**src/rtl/center_tx.sv**
```systemverilog
// center_tx: frames a (Xc, Yc) centre sample as HEADER, Xc, Yc [, checksum] on an 8N1 serial line.
// Define CENTER_TX_CHECKSUM_EN to append a fourth byte, HEADER ^ Xc ^ Yc.
module center_tx #(
  parameter int          CLKS_PER_BIT = 16,
  parameter logic [7:0]  HEADER       = 8'hA5
) (
  input  logic       clk,
  input  logic       rst,
  input  logic       valid,
  input  logic [7:0] Xc,
  input  logic [7:0] Yc,
  output logic       tx,
  output logic       busy,
  output logic [7:0] dropped
);

  typedef enum logic [1:0] {IDLE, START, DATA, STOP} state_t;

  localparam logic [7:0] CNT_MAX = 8'(CLKS_PER_BIT - 1);
`ifdef CENTER_TX_CHECKSUM_EN
  localparam logic [1:0] LAST_BYTE = 2'd3;
`else
  localparam logic [1:0] LAST_BYTE = 2'd2;
`endif

  state_t     state;
  logic [7:0] clk_cnt;
  logic [2:0] bit_idx;
  logic [1:0] byte_idx;
  logic [7:0] x_reg;
  logic [7:0] y_reg;
  logic [7:0] cur_byte;

  always_comb begin
    cur_byte = HEADER;
    case (byte_idx)
      2'd0:    cur_byte = HEADER;
      2'd1:    cur_byte = x_reg;
      2'd2:    cur_byte = y_reg;
`ifdef CENTER_TX_CHECKSUM_EN
      default: cur_byte = HEADER ^ x_reg ^ y_reg;
`else
      default: cur_byte = HEADER;
`endif
    endcase
  end

  // tx is loaded one bit ahead, so each bit appears on the edge that starts its period.
  always_ff @(posedge clk) begin
    if (rst) begin
      state    <= IDLE;
      tx       <= 1'b1;
      busy     <= 1'b0;
      dropped  <= 8'd0;
      clk_cnt  <= 8'd0;
      bit_idx  <= 3'd0;
      byte_idx <= 2'd0;
      x_reg    <= 8'd0;
      y_reg    <= 8'd0;
    end else begin
      if (valid && busy && dropped != 8'hFF)
        dropped <= dropped + 8'd1;

      case (state)
        IDLE: begin
          clk_cnt  <= 8'd0;
          bit_idx  <= 3'd0;
          byte_idx <= 2'd0;
          if (valid) begin
            x_reg <= Xc;
            y_reg <= Yc;
            tx    <= 1'b0;
            busy  <= 1'b1;
            state <= START;
          end
        end
        START: begin
          if (clk_cnt == CNT_MAX) begin
            clk_cnt <= 8'd0;
            bit_idx <= 3'd0;
            tx      <= cur_byte[0];
            state   <= DATA;
          end else begin
            clk_cnt <= clk_cnt + 8'd1;
          end
        end
        DATA: begin
          if (clk_cnt == CNT_MAX) begin
            clk_cnt <= 8'd0;
            if (bit_idx == 3'd7) begin
              tx    <= 1'b1;
              state <= STOP;
            end else begin
              bit_idx <= bit_idx + 3'd1;
              tx      <= cur_byte[bit_idx + 3'd1];
            end
          end else begin
            clk_cnt <= clk_cnt + 8'd1;
          end
        end
        STOP: begin
          if (clk_cnt == CNT_MAX) begin
            clk_cnt <= 8'd0;
            if (byte_idx == LAST_BYTE) begin
              busy  <= 1'b0;
              state <= IDLE;
            end else begin
              byte_idx <= byte_idx + 2'd1;
              tx       <= 1'b0;
              state    <= START;
            end
          end else begin
            clk_cnt <= clk_cnt + 8'd1;
          end
        end
        default: state <= IDLE;
      endcase
    end
  end

endmodule
```
**config.mk**
```make
export PLATFORM = sky130hd
export DESIGN_NAME = center_tx
export DESIGN_NICKNAME = d
export VERILOG_FILES = /design/src/rtl/center_tx.sv
export SDC_FILE = /design/constraint.sdc
export NUM_CORES = 1
export LEC_CHECK = 0
export CAP_MARGIN = 20
export CORE_ASPECT_RATIO = 0.8
export CORE_UTILIZATION = 54
export CTS_CLUSTER_DIAMETER = 30
export CTS_CLUSTER_SIZE = 30
export DETAILED_ROUTE_END_ITERATION = 10
export GPL_TIMING_DRIVEN = 0
export PLACE_DENSITY = 0.79
export SYNTH_ARGS = -nofsm -noshare
export SYNTH_HDL_FRONTEND = slang
export SYNTH_SLANG_ARGS = --single-unit
```
**constraint.sdc**
```tcl
create_clock -name clk -period 2.3 [get_ports clk]
set_input_delay 0.575 -clock clk [delete_from_list [all_inputs] [get_ports clk]]
set_output_delay 0.575 -clock clk [all_outputs]
set_load 0.005 [all_outputs]
```
# Word-level counts from Yosys, hierarchy flattened
# Cells that the tools add are included.
op_classes:
  n_addsub: 4
  n_lt_le_gt_ge: 1
  n_eq_ne: 16
  muxes: 30
  n_reduce_logical: 12
op_table:
  columns: ["operator", "n"]
  rows:
  - ["case mux 8 bit (2 select lines)", 2]
  - ["adder 8 x 1 -> 8 bit, second input constant", 2]
  - ["!= test 2 bit, second input constant", 8]
  - ["2-to-1 mux 2 bit", 7]
  - ["2-to-1 mux 1 bit", 11]
  - ["AND reduction 5 bit", 2]
  - ["2-to-1 mux 3 bit", 3]
  - ["case mux 3 bit (3 select lines)", 1]
  - ["equality test 8 x 4 -> 1 bit, second input constant", 1]
  - ["2-to-1 mux 8 bit", 1]
  - ["!= test 8 bit, second input constant", 1]
  - ["case mux 2 bit (4 select lines)", 1]
  - ["AND reduction 4 bit", 2]
  - ["equality test 2 bit, second input constant", 3]
  - ["equality test 2 x 1 -> 1 bit, second input constant", 2]
  - ["< comparator 3 x 4 -> 1 bit, second input constant", 1]
  - ["case mux 1 bit (4 select lines)", 1]
  - ["case mux 2 bit (2 select lines)", 1]
  - ["adder 3 x 1 -> 3 bit, second input constant", 1]
  - ["binary-select mux 1 bit (select 3 bit)", 1]
  - ["equality test 3 bit, second input constant", 1]
  - ["AND reduction 3 bit", 1]
  - ["nonzero test 3 bit", 1]
  - ["OR reduction 3 bit", 1]
  - ["other kinds (6)", 7]
totals:
  ff_bits: 41
  inputBits: 19
  out_inout_bits: 10

# Depth between registers and ports, before layout
depth:
  ltp_word: 7
  ltp_mapped: 8

# Worst setup path after synthesis
# No wires, ideal clock.
synth_path:
  path_kind: "flip-flop to flip-flop"
  from: "register clk_cnt[0]"
  to: "register tx"
  arrival_time_ns: 1.736
  required_ns: 2.177
  path_slack_ns: 0.441
  path_stages_with_launch: 9
  cell_sequence: "dfxtp_1 > ha_1 > and3_1 > clkbuf_2 > and2_1 > buf_6 > a22oi_1 > mux2_2 > a2bb2oi_1"
synth_between:
  elab_chain_cells: 3
  word_cells_on_any_way: 5
  cone_classes: "eq/ne (4); reduce/logical (1)"
synth_rtl:
  columns: ["element", "line_no", "rtl"]
  rows:
  - ["start: declaration", "27", "logic [7:0] clk_cnt;"]
  - ["start signal: assignment", "84", "clk_cnt <= clk_cnt + 8'd1;"]
  - ["start signal: assignment", "98", "clk_cnt <= clk_cnt + 8'd1;"]
  - ["start signal: assignment", "113", "clk_cnt <= clk_cnt + 8'd1;"]
  - ["equality test 8 x 4 -> 1 bit *", "78, 88, 102", null]
  - ["!= test 2 bit (no source line)", null, null]
  - ["AND reduction 5 bit (no source line) *", null, null]
  - ["end signal: assignment", "81", "tx <= cur_byte[0];"]
  - ["end signal: assignment", "95", "tx <= cur_byte[bit_idx + 3'd1];"]
  - ["end: declaration", "12", "output logic tx,"]
# Mark *: on every way between the ends. The rest lies on a longest branch, timed or not.
# A chain may end at the register's enable or synchronous reset.

# Worst setup path after layout
layout_path:
  from: "register bit_idx[0]"
  to: "register tx"
layout_between:
  elab_chain_cells: 6
  word_cells_on_any_way: 7
  cone_classes: "add/sub (1); eq/ne (1); mux (5)"
layout_rtl:
  columns: ["element", "line_no", "rtl"]
  rows:
  - ["start: declaration", "28", "logic [2:0] bit_idx;"]
  - ["start signal: assignment", "94", "bit_idx <= bit_idx + 3'd1;"]
  - ["adder 3 x 1 -> 3 bit", "95", null]
  - ["binary-select mux 1 bit (select 3 bit)", "95", null]
  - ["2-to-1 mux 1 bit (not written as such)", "95", null]
  - ["2-to-1 mux 1 bit *", "90", "if (bit_idx == 3'd7) begin"]
  - ["2-to-1 mux 1 bit *", "88", "if (clk_cnt == CNT_MAX) begin"]
  - ["case mux 1 bit (4 select lines) *", "64", "case (state)"]
# Mark *: on every way between the ends. The rest lies on a longest branch, timed or not. The select of a mux whose other input is x is not followed.

==> results.ini <==
[run_status]
status = finished clean

[yosys]
synth_ff_type = dfxtp_1
ys_ff_latch = 41
ys_async_sr_fraction = 0
synthesis.area_per_instance_um2 = 8.168
ys_seq_area_frac = 0.4085
syn_nets = 276
yosysWarningCount = 0
synth-edff-count = 0
syn_area_um2 = 2009
yosysUniqueCellTypes = 41
syn_inst = 246

[routing]
viasPerCell = 5.498
wl_per_cell_um = 12.81
wl_um = 4139
first_pass_iters = 4
num_vias = 1776
postRouteAntennaNets = 0
drt_iter0_drc = 100
drc = 0

[cts]
cts_sinks = 41
cts_buffers = 5
path_clk_slew_ps = 80
worstSkewPairLatency_ps = 300
htree_levels = 2
hold_buffers = 0
cts_max_path_buffers = 2
clock-root-buffer = clkbuf_8
cts_tree = yes

[layout]
n_fill_cell = 287
design_area_um2 = 2421
area_growth_pct = 20.49
utilization = 0.6928
stdcell_count = 323
fin_nets = 310
diodes = 0
drive_gt1_frac = 0.06050

[sta]
tightest_slew_ps = 750.2
fin_skew_ps = 4.815
fin_hold_ws_ps = 457.0
setup_tns_ps = 0
fin_ws_ps = 161.9
final.period_utilization = 0.9296
relSlewSlack = 0.4935
fin_crit_ps = 2138
hold_violations = 0
setup_viol = 0
rsz0062_at_grt = no
maxSlewViolCount = 0
max_freq_mhz = 467.7

[place]
hpwl_um = 3053
pre_cts_ws_ps = -56.19
portBuffers = 27
globalplace.congestion = 0.8524
place_area_um2 = 2332
dp_cells = 315

[worst_setup_path]
setup.worst_path.end = tx
critPathMaxFanout = 9
worstPathRequired_ps = 2530
path_cells = ha_1 > clkbuf_1 > a221oi_1 > a211o_1 > a2111oi_0 > nor2_1 > a2bb2oi_1
rrSetupSlack_ps = 160
cp-end-kind = register
rr_worst_depth = 7
crit_path_max_incr_delay_ps = 490
criticalPathCategory = register to register
r2r_start = bit_idx[0]
critPathArrivalTime_ps = 2370
cp_slowest_cell = a2111oi_0
worstSetupStartpointType = register
r2r-end = tx
cp-startpoint = bit_idx[0]

[global_route]
grt_max_degree = 14
grt_pass1_wl_um = 7465
grtUsageTotal = 0.2371
grt_pass1_vias = 1656
antenna_found_initial = 0
grt_overflow = 0

[worst_hold_path]
hp-class = register to register
holdCritStartpoint = clk_cnt[0]

[pwr]
swShare = 0.3435
power_frac_clock = 0.236
p_comb_frac = 0.320
p_int_mw = 1.290
power.leakage_nw = 0.8776
switchingPower_uw = 675.2
seqPwrFrac = 0.444
powerDensity_nw_per_um2 = 811.9
ir_drop_mv = 0.4689
power_mw = 1.966

[run]
max-cap-violations = 0

[floorplanning]
die_w_um = 70.20
chipHeight_um = 56.56
dieArea_um2 = 3971
core_um2 = 3495
initial_core_util = 0.5750
io_pins = 29
num_rows = 19

worst min-delay path by stage:
stage | endpoint | slack (ps) | depth (start not counted)
final | clk_cnt[0] | 460 | 1
after global routing | y_reg[1] | 470 | 2
after CTS | x_reg[4] | 460 | 2
after detailed placement | x_reg[4] | 450 | 2
after global placement | clk_cnt[0] | 430 | 1
after floorplan | clk_cnt[0] | 420 | 1
critical path, delay by kind of cell (launching register included):
family	cells	cell delay, ps
fa+ha+maj	1	300
flops	1	370
simple gates	1	80
buf+inv	1	320
compound gates	4	1000
per-layer routing:
metal,wire (um),track usage,vias to the layer above
li1,-,-,916
met1,2203,0.3446,817
met2,1706,0.3462,36
met3,168,0.05386,7
met4,61,0.07714,0
met5,0,0,-
area by class of cell:
type / count / area, um2 / share of cell area
Buffer: 13 / 60.06 / 0.02481
Clock buffer: 5 / 68.82 / 0.02842
Clock inverter: 3 / 17.52 / 0.007235
Inverter: 7 / 26.28 / 0.01085
Multi-Input combinational cell: 185 / 1105 / 0.4563
Sequential cell: 41 / 820.8 / 0.3390
Tap cell: 42 / 52.55 / 0.02171
Timing Repair Buffer: 27 / 270.3 / 0.1116
layout by cell type (no fill, tap or decap), types with 4 or more instances in the layout:
cell type / Yosys / routed
inv_1: 7 / 7
clkbuf_8: 0 / 5
and3_1: 4 / 4
nor2_1: 25 / 25
xnor2_1: 9 / 9
nand3_1: 7 / 7
or3_1: 4 / 4
clkdlybuf4s50_1: 0 / 27
a21oi_1: 28 / 28
ha_1: 11 / 11
o21ai_0: 5 / 5
dfxtp_1: 41 / 41
clkbuf_1: 10 / 8
nand2_1: 50 / 50
synth_stat cells, types with 2 or more instances:
| cell type | instances | area share |
|---|---|---|
| a211o_1 | 2 | 0.0087 |
| nand3_1 | 7 | 0.017 |
| and2_1 | 2 | 0.0062 |
| nand2b_1 | 3 | 0.0093 |
| a22oi_1 | 3 | 0.011 |
| nor3_1 | 3 | 0.0075 |
| inv_1 | 7 | 0.013 |
| o21ai_0 | 5 | 0.012 |
| a311oi_1 | 2 | 0.0087 |
| nor2b_1 | 3 | 0.0093 |
| nand2_1 | 50 | 0.093 |
| a21oi_1 | 28 | 0.070 |
| xnor2_1 | 9 | 0.039 |
| dfxtp_1 | 41 | 0.41 |
| xor2_1 | 2 | 0.0087 |
| and3_1 | 4 | 0.012 |
| nor2_1 | 25 | 0.047 |
| a221oi_1 | 3 | 0.013 |
| clkbuf_1 | 10 | 0.019 |
| or3_1 | 4 | 0.012 |
| o2bb2ai_1 | 2 | 0.0087 |
| a221o_1 | 2 | 0.010 |
| ha_1 | 11 | 0.068 |
logic make-up (layout without fill, tap and decap cells):
logic type                 Yosys count  count (layout)  synth area share
adders and majority gates           11              11           0.06849
DFF                                 41              41            0.4085
xor gates and xnor gates            11              11           0.04795
and+or+nand+nor                    107             107            0.2453
AOI/OAI and AO/OA                   55              55            0.1824
buffers and inverters               20              55           0.04172
muxes                                1               1          0.005604
power groups by stage:
stage / clock network [mW] / registers (mW) / logic, mW
finish: 0.464 / 0.873 / 0.629
global route: 0.503 / 0.885 / 0.712
detailed placement: 0 / 0.887 / 0.620
global placement: 0 / 0.886 / 0.608
floorplan: 0 / 0.873 / 0.451
CTS: 0.468 / 0.872 / 0.624
repair_timing:
item                       4_1_cts  5_1_grt
resized for setup                0        4
setup buffers                    0        0
setup endpoints to repair        0        3
(Power assumes the default switching activity.)
